[config.mk]
export PLATFORM = sky130hd
export DESIGN_NAME = imem_loader
export DESIGN_NICKNAME = d
export VERILOG_FILES = /design/src/rtl/imem_loader.sv
export SDC_FILE = /design/constraint.sdc
export NUM_CORES = 1
export LEC_CHECK = 0
export ABC_CLOCK_PERIOD_IN_PS = 3840
export BUFFER_PORTS_ARGS = -buffer_cell sky130_fd_sc_hd__buf_2
export CORE_MARGIN = 4
export CORE_UTILIZATION = 50
export DETAILED_ROUTE_END_ITERATION = 10
export GPL_TIMING_DRIVEN = 0
export PLACE_DENSITY = 0.71
export SYNTH_ARGS = -nofsm -noshare
export SYNTH_HDL_FRONTEND = slang
export SYNTH_SLANG_ARGS = --single-unit
[constraint.sdc]
create_clock -name clk -period 3.84 [get_ports clk]
set_input_delay 0.576 -clock clk [delete_from_list [all_inputs] [get_ports clk]]
set_output_delay 0.576 -clock clk [all_outputs]
set_load 0.05 [all_outputs]
[src/rtl/imem_loader.sv]
// Byte-stream program loader for the MIPS core's instruction memory.
// Accepts a count/payload/checksum frame, writes big-endian words and releases the core when the checksum verifies.
module imem_loader #(
    parameter int DEPTH  = 64,
    parameter int ADDR_W = 6
) (
    input  logic              clk,
    input  logic              rst,
    input  logic              in_valid,
    input  logic [7:0]        in_data,
    output logic              in_ready,
    output logic              wr_en,
    output logic [ADDR_W-1:0] wr_addr,
    output logic [31:0]       wr_data,
    output logic              cpu_rst_n,
    output logic              done,
    output logic              err
);

    typedef enum logic [2:0] {
        S_IDLE,
        S_DATA,
        S_CHK,
        S_DONE,
        S_ERR
    } state_t;

    localparam logic [7:0] DEPTH_B = 8'(DEPTH);

    state_t              state_q;
    logic [ADDR_W-1:0]   last_idx_q;
    logic [ADDR_W-1:0]   word_idx_q;
    logic [1:0]          byte_idx_q;
    logic [23:0]         asm_q;
    logic [7:0]          xor_q;
    logic                wr_en_q;
    logic [ADDR_W-1:0]   wr_addr_q;
    logic [31:0]         wr_data_q;
    logic                cpu_rst_n_q;
    logic                done_q;
    logic                err_q;

    logic                take;
    logic                count_ok_d;
    logic [31:0]         word_d;
    logic [7:0]          xor_d;
    logic                last_word_d;

    // Held low during reset so nothing is accepted on the reset edge itself.
    always_comb begin
        in_ready = 1'b0;
        if (!rst) begin
            in_ready = (state_q == S_IDLE) || (state_q == S_DATA) || (state_q == S_CHK);
        end
    end

    always_comb begin
        take        = in_valid & in_ready;
        count_ok_d  = (in_data != 8'd0) && (in_data <= DEPTH_B);
        word_d      = {asm_q, in_data};
        xor_d       = xor_q ^ in_data;
        last_word_d = (word_idx_q == last_idx_q);
    end

    always_ff @(posedge clk) begin
        if (rst) begin
            state_q     <= S_IDLE;
            last_idx_q  <= '0;
            word_idx_q  <= '0;
            byte_idx_q  <= '0;
            asm_q       <= '0;
            xor_q       <= '0;
            wr_en_q     <= 1'b0;
            wr_addr_q   <= '0;
            wr_data_q   <= '0;
            cpu_rst_n_q <= 1'b0;
            done_q      <= 1'b0;
            err_q       <= 1'b0;
        end else begin
            wr_en_q <= 1'b0;
            case (state_q)
                S_IDLE: begin
                    if (take) begin
                        if (count_ok_d) begin
                            // Count is 1..DEPTH, so count-1 always fits the address width.
                            last_idx_q <= ADDR_W'(in_data - 8'd1);
                            word_idx_q <= '0;
                            byte_idx_q <= '0;
                            xor_q      <= '0;
                            state_q    <= S_DATA;
                        end else begin
                            err_q   <= 1'b1;
                            state_q <= S_ERR;
                        end
                    end
                end
                S_DATA: begin
                    if (take) begin
                        asm_q      <= word_d[23:0];
                        xor_q      <= xor_d;
                        byte_idx_q <= byte_idx_q + 2'd1;
                        if (byte_idx_q == 2'd3) begin
                            wr_en_q    <= 1'b1;
                            wr_addr_q  <= word_idx_q;
                            wr_data_q  <= word_d;
                            if (last_word_d) begin
                                state_q <= S_CHK;
                            end else begin
                                word_idx_q <= word_idx_q + 1'b1;
                            end
                        end
                    end
                end
                S_CHK: begin
                    if (take) begin
                        if (in_data == xor_q) begin
                            done_q      <= 1'b1;
                            cpu_rst_n_q <= 1'b1;
                            state_q     <= S_DONE;
                        end else begin
                            err_q   <= 1'b1;
                            state_q <= S_ERR;
                        end
                    end
                end
                S_DONE: begin
                    state_q <= S_DONE;
                end
                S_ERR: begin
                    state_q <= S_ERR;
                end
                default: begin
                    state_q <= S_IDLE;
                end
            endcase
        end
    end

    assign wr_en     = wr_en_q;
    assign wr_addr   = wr_addr_q;
    assign wr_data   = wr_data_q;
    assign cpu_rst_n = cpu_rst_n_q;
    assign done      = done_q;
    assign err       = err_q;

endmodule

Word-level counts from Yosys, hierarchy flattened
Cells that the tools add are included.
Storage, ports and cells
  bits in registers: 90
  output and inout bits: 43
Cells by class
  equal/unequal tests: 16
  bitwise gates (word level): 4
  add/sub/neg operators: 3
  $lt $le $gt $ge: 1
  reductions and logical operators: 16
  mux-type cells: 29
Operator list (number)
  two-way mux 6 bit: 5
  two-way mux 8 bit: 3
  two-way mux 3 bit: 7
  != test 2 bit (second input constant): 8
  one-hot mux 8 bit (2 select lines): 1
  one-hot mux 3 bit (5 select lines): 1
  one-hot mux 6 bit (2 select lines): 1
  AND reduction 5 bit: 2
  AND reduction 3 bit: 3
  == test 8 bit: 1
  less-or-equal comparator 8 x 7 -> 1 bit (second input constant): 1
  nonzero test 8 bit: 1
  XOR 8 bit: 1
  adder 6 x 1 -> 6 bit (second input constant): 1
  == test 3 x 2 -> 1 bit (second input constant): 2
  == test 6 bit: 1
  two-way mux 1 bit: 6
  two-way mux 2 bit: 3
  AND reduction 6 bit: 1
  subtractor 6 x 1 -> 6 bit (second input constant): 1
  one-hot mux 2 bit (2 select lines): 1
  AND reduction 4 bit: 1
  nonzero test 2 bit: 2
  == test 3 x 1 -> 1 bit (second input constant): 1
  12 further kinds: 14

Longest topological paths before layout
Gate-level depths: netlist of the first run.
  depth after elaboration: 7
  depth in mapped cells: 9

Least setup slack after synthesis of the first run
OpenSTA, ideal clock, no wires.
  kind: input -> output
  from: in rst
  to: out in_ready
  arrival time: 2.138 ns
  slack: 1.126 ns
  stages on the path: 3
  data required time: 3.264 ns
  path through: clkbuf_1 > clkbuf_1 > a211oi_1
On the way
  cells in the longest elaborated chain, start to end: 1
RTL lines
  start, declared: line 8  | input logic rst,
  two-way mux 1 bit: line 52  | if (!rst) begin
  end, declared: line 11  | output logic in_ready,
Every way passes these cells.

Worst setup path after layout of the first run
  from: in in_data[0]
  to: reg xor_q[3]
On the way
  cells in the longest elaborated chain, start to end: 4
  elaborated cells on any way between the ends: 5
  classes of those cells: order compare (1); eq/ne (1); reduce/logical (3)
RTL lines
  start, declared: line 10  | input logic [7:0] in_data,
  less-or-equal comparator 8 x 7 -> 1 bit / nonzero test 8 bit (equally long branches): line 59  | count_ok_d = (in_data != 8'd0) && (in_data <= DEPTH_B);
  logical AND 1 bit *: line 59
  != test 2 bit (no source line) *
  AND reduction 4 bit (no source line) *
  end signal, assigned: line 100  | xor_q <= xor_d;
  end, declared: line 35  | logic [7:0] xor_q;
Mark *: on every way between the ends. The rest lies on a longest branch, timed or not.
A chain may end at the register's enable or synchronous reset.

==> impl_metrics.yaml, run 1 <==
clock_network:
  clk_latency_ns: 0.37
  ctsLongestPathBuffers: 2
  holdBufCountCts: 0
  htreeDepth: 3
  post-cts-setup-buffer-count: 0
  post_cts_resized: 0
  clkSinkCount: 90
  cts_buffers: 9
  cts_tree: "yes"
  cts_root_buffer: "clkbuf_8"
  path_clk_slew_ns: 0.09
power_and_ir_drop:
  cellLeakagePower_nw: 1.56
  switching_power_mw: 0.548
  pwr-share-clk_pct: 32.9
  power_mw: 1.81
  intPower_mw: 1.26
  share_comb_of_total_power_pct: 14.2
  power_density_nw_per_um2: 415
  switching_share_pct: 30.3
  ir_drop_mv: 0.255
  seqPwrFrac_pct: 53.0
critical_path:
  slowest_delay_ns: 0.86
  required_ns: 4.13
  path_cells: "clkbuf_1, inv_1, ha_1, or4b_4, o21a_1, nor3_1, o21ai_0, a21oi_1"
  startpoint_type: "input pin"
  cp_max_fo: 9
  critPathKind: "input pin to flop"
  crit_start: "in_data[0]"
  end_kind: "flop"
  critPathSlowestCell: "nor3_1"
  crit_arrival_ns: 3.05
  reg2reg_from: "state_q[1]"
floorplan:
  die_height_microns: 95.6
  io_pins: 54
  coreArea_sq_um: 7370
  start_util_pct: 52.0
  die_w_microns: 95.6
  num_rows: 31
  die-area_sq_um: 9130
timing:
  fin_crit_ns: 2.76
  fin_hold_ws_ns: 0.452
  tightest_slew_ns: 1.06
  final.setup.tns_ns: 0
  finalCritPeriodShare_pct: 71.9
  rsz0062_at_grt: "false"
  worst_slew_margin_rel_pct: 28.7
  hold_violations: 0
  fin_skew_ns: 0.00907
  drv_slew: 0
  max_freq_mhz: 362
  setup_viol: 0
drt:
  drt_iter0_drc: 155
  wl_mm: 9.25
  drt-wirelength-per-cell_microns: 14.5
  dr.pass1.iters: 4
  drc: 0
  vias: 3400
  ant_nets: 0
  vias_per_cell: 5.32
yosys:
  synth.avg_cell_area_sq_um: 8.02
  yosys.cell_types.count: 45
  synthXorXnorAreaFrac_pct: 4.11
  synthCells: 478
  yosys.area_share.adder_pct: 1.31
  yosysSeqAreaShare_pct: 47.0
  synthFlopType: "dfxtp_1"
  syn_nets: 493
  synth_mux_area_share_pct: 0.261
  synth-seq-cells: 90
  syn_area_sq_um: 3830
  synthArstFlopShare_pct: 0
  yosys.area_share.simple_pct: 22.8
  synth-edff-count: 0
  synth-compound-area-share_pct: 19.2
  synth_top_family_by_area: "simple AND/OR/NAND/NOR gates"
  ys_warn_count: 0
global_route:
  grt_pass1_wl_mm: 15.4
  grtUsageTotal_pct: 21.7
  grt_max_degree: 17
  grt.overflow.total: 0
  grt_pass1_vias: 3149
  antenna_found_initial: 0
status:
  status: "completed"
layout:
  fin_nets: 550
  syn_to_final_growth_pct: 13.8
  num_antenna_cells: 0
  mostFrequentLayoutCell: "nand2_1"
  final_cell_mix: "nand2_1 (134), dfxtp_1 (90), a21oi_1 (73)"
  drive_gt1_share_pct: 14.8
placement:
  place.port_buffers: 46
  gp_congestion: 0.871
  dp_hpwl_mm: 6.62
flow_run:
  max_cap_viol_count: 0
min_path:
  hold_path_class: "flop to flop"
  min_from: "wr_data[25]"
==> power by group through the flow <==
stage          Combinational [mW]  Sequential (mW)  Clock, mW
2_1_floorplan               0.173            0.999          0
3_3_place_gp                0.246            0.982          0
3_5_place_dp                0.252            0.982          0
4_1_cts                     0.254            0.960      0.603
5_1_grt                     0.281            0.962      0.650
6_report                    0.257            0.960      0.596
==> sequential cells by signal (all words and copies together) (netlist names) <==
name	flops
asm_q	24
byte_idx_q	2
done	1
err	1
last_idx_q	6
state_q	3
word_idx_q	6
wr_addr	6
wr_data	32
wr_en	1
xor_q	8
==> final cells by class <==
type | count | area, sq um
clock buffer | 10 | 128
multi-input combinational | 339 | 1830
inverter | 10 | 37.5
buffer | 39 | 169
sequential | 90 | 1800
clock inverter | 6 | 48.8
tap | 99 | 124
timing repair buffer | 46 | 230
fill | 719 | 3000
==> routing by layer <==
metal	routed length [microns]	GRT usage, %	up-vias	share of wire, %
met4	123	5.45	0	1.3
met5	0	0	-	0
met2	4250	34.7	72	46
met1	4340	29.2	1604	47
met3	528	5.84	11	5.7
li1	-	-	1713	-
==> path summary, 6_finish.rpt <==
check                 to  slack (ns)  cells after the start
min reg2reg  wr_data[25]        0.45                      2
max reg2reg  wr_data[23]        1.39                      8
max             xor_q[3]        1.08                      8
min          wr_data[25]        0.45                      2
==> synthesized netlist by cell type, types with 4 or more instances <==
library cell    n  area [sq um]
or3_1           7          43.8
xor2_1         10          87.6
o21ai_0        15          75.1
dfxtp_1        90          1800
nor2_1         21          78.8
a21oi_1        73           365
nand3_1         8          40.0
nand2_1       134           503
xnor2_1         8          70.1
ha_1            4          50.1
nand3b_1        7          52.6
a211oi_2        4          50.1
inv_1          10          37.5
clkbuf_1       30           113
o31ai_1         6          45.0
==> metrics by stage <==
stage,worst slack (ns),instances,utilization (%),area (sq um)
5_1_grt,0.906,639,59.2,4370
3_3_place_gp,0.822,623,56.8,4190
6_report,1.08,639,59.2,4370
2_1_floorplan,1.13,478,-,3830
4_1_cts,1.13,639,59.2,4370
3_5_place_dp,0.805,623,56.8,4190
==> kinds of logic after synthesis <==
family	count (synthesis)
xor+xnor	18
fa+ha+maj	4
buf+inv	49
compound gates	120
mux	1
simple gates	196
flops	90
==> critical path: cells and delay by family <==
kind | cells | cell delay (ns)
adder cells (fa/ha/maj) | 1 | 0.15
buffers and inverters | 2 | 0.34
AO/OA/AOI/OAI | 3 | 0.65
AND/OR/NAND/NOR | 2 | 1.34
Note: power is estimated with default switching activity, not from simulation.
==> run 2: changes to the inputs <==
ABC_CLOCK_PERIOD_IN_PS = 2700   (was 3840)
clock period = 2.7 ns   (was 3.84 ns; I/O delays follow)
==> run 2 against run 1 <==
- combinational power rose by 44%
- critical path depth up 1
- total power increased by 43%
- flip-flop and latch count did not move
- hold slack got worse by 0.14 ns
- non-clock buffer count unchanged
- via count down 0.38%
- final area up 0.32%
- register-to-register slack got worse by 0.96 ns
- utilization up 0.19 points
- sequential share of layout area decreased by 0.13 points
- highest routed layer unchanged
==> impl_metrics.yaml, run 2 (same netlist as run 1, synthesis figures left out) <==
status:
  status: "completed"
timing:
  fin_hold_ws_ns: 0.316
  fin_skew_ns: 0.00884
  drv_slew: 0
  tightest_slew_ns: 0.625
  worst_slack_ns: 0.359
  hold_violations: 0
  rsz0062_at_grt: "false"
  setup_viol: 0
  final.setup.tns_ns: 0
  finalCritPeriodShare_pct: 86.7
  worst_slew_margin_rel_pct: 58.1
  fin_crit_ns: 2.34
  max_freq_mhz: 427
power_and_ir_drop:
  ir_drop_mv: 0.363
  seqPwrFrac_pct: 53.0
  switching_power_mw: 0.781
  power_density_nw_per_um2: 590
  power_mw: 2.58
  pwr-share-clk_pct: 32.7
  intPower_mw: 1.80
  switching_share_pct: 30.2
  cellLeakagePower_nw: 1.56
  share_comb_of_total_power_pct: 14.3
drt:
  dr.pass1.iters: 4
  ant_nets: 0
  wl_mm: 9.24
  drt-wirelength-per-cell_microns: 14.5
  drc: 0
  vias: 3387
  drt_iter0_drc: 158
  vias_per_cell: 5.30
critical_path:
  slowest_delay_ns: 0.52
  rrSetupSlack_ns: 0.43
  crit_top_cell: "or4b_4"
  startpoint_type: "input pin"
  crit_arrival_ns: 2.62
  reg2reg_to: "wr_data[23]"
  cp_top_family: "simple AND/OR/NAND/NOR gates"
  required_ns: 2.98
  cp_max_fo: 10
  path_cells: "clkbuf_1, inv_1, ha_1, or4b_4, or4b_4, a211oi_4, buf_6, nor2_1, a211oi_2"
  critPathSlowestCell: "or4b_4"
  critPathKind: "input pin to flop"
  r2r_cells: 8
  reg2reg_from: "state_q[1]"
  end_kind: "flop"
  path_buf_inv: 3
  crit_start: "in_data[0]"
layout:
  utilization_pct: 59.4
  mostFrequentLayoutCell: "nand2_1"
  fin_nets: 550
  num_antenna_cells: 0
  largest_register_ffs: 32
  drive_gt1_share_pct: 15.0
  final_cell_mix: "nand2_1 (134), dfxtp_1 (90), a21oi_1 (73)"
  layoutNonFillerInstCount: 639
  fin_area_sq_um: 4380
  multi_input_area_sq_um: 1840
  fillers: 715
  syn_to_final_growth_pct: 14.2
  regArea_sq_um: 1800
clock_network:
  post-cts-setup-buffer-count: 0
  clk_latency_ns: 0.36
  ctsLongestPathBuffers: 2
  cts_buffers: 9
  clkSinkCount: 90
  cts_root_buffer: "clkbuf_8"
  path_clk_slew_ns: 0.09
  cts_tree: "yes"
  htreeDepth: 3
floorplan:
  die_height_microns: 95.6
  die_w_microns: 95.6
  coreArea_sq_um: 7370
  num_rows: 31
  die-area_sq_um: 9130
  io_pins: 54
  start_util_pct: 52.0
placement:
  placed_area_sq_um: 4190
  dp_hpwl_mm: 6.62
  place_ws_ns: -0.164
  gp_congestion: 0.871
  place.port_buffers: 46
  dp_cells: 623
min_path:
  hold_path_class: "input pin to flop"
  min_from: "in_data[3]"
  worst_hold_path.endpoint: "asm_q[3]"
  whs_path_depth: 3
global_route:
  grt_pass1_wl_mm: 15.4
  grt_max_degree: 17
  grt.overflow.total: 0
  antenna_found_initial: 0
  grt_pass1_vias: 3149
  grtUsageTotal_pct: 21.7
flow_run:
  max_cap_viol_count: 0
run 2: cell counts in the layout (fill, tap and decap cells not counted):
No cell type changed its count.
run 2: power by group through the flow:
| stage | clock network (mW) | logic, mW | registers (mW) |
|---|---|---|---|
| after global routing | 0.924 | 0.405 | 1.37 |
| after global placement | 0 | 0.350 | 1.40 |
| after detailed placement | 0 | 0.358 | 1.40 |
| final | 0.845 | 0.370 | 1.37 |
| after CTS | 0.858 | 0.361 | 1.37 |
| after floorplan | 0 | 0.246 | 1.42 |
run 2: area by class of cell:
| type | count | area share [%] |
|---|---|---|
| clock buffer | 10 | 2.91 |
| clock inverter | 6 | 1.11 |
| multi-input combinational | 339 | 42.0 |
| timing repair buffer | 46 | 5.26 |
| buffer | 39 | 3.86 |
| tap | 99 | 2.83 |
| sequential | 90 | 41.1 |
| inverter | 10 | 0.857 |
run 2: worst max-delay path by stage:
stage / endpoint / slack, ns / cells after the start
3_5_place_dp: xor_q[3] / -0.16 / 8
2_1_floorplan: last_idx_q[2] / 0.19 / 9
5_1_grt: wr_data[23] / 0.17 / 8
6_report: last_idx_q[5] / 0.36 / 9
4_1_cts: xor_q[3] / 0.16 / 8
3_3_place_gp: xor_q[5] / -0.15 / 8
run 2: tightest hold or removal path: cells and delay by family:
family	cells	cell delay, ns
and+or+nand+nor	1	0.06
buffers and inverters	1	0.12
AOI/OAI and AO/OA	1	0.05
run 2: timing repair:
action | in CTS | in global routing
hold buffers | 0 | 0
gates resized for setup | 0 | 2
setup endpoints to repair | 0 | 17
run 2: layer usage:
layer,track usage [%],wire length [microns],up-vias
met5,0,0,-
met1,29.2,4360,1601
met4,5.45,95,0
li1,-,-,1713
met2,34.7,4290,66
met3,5.84,488,7
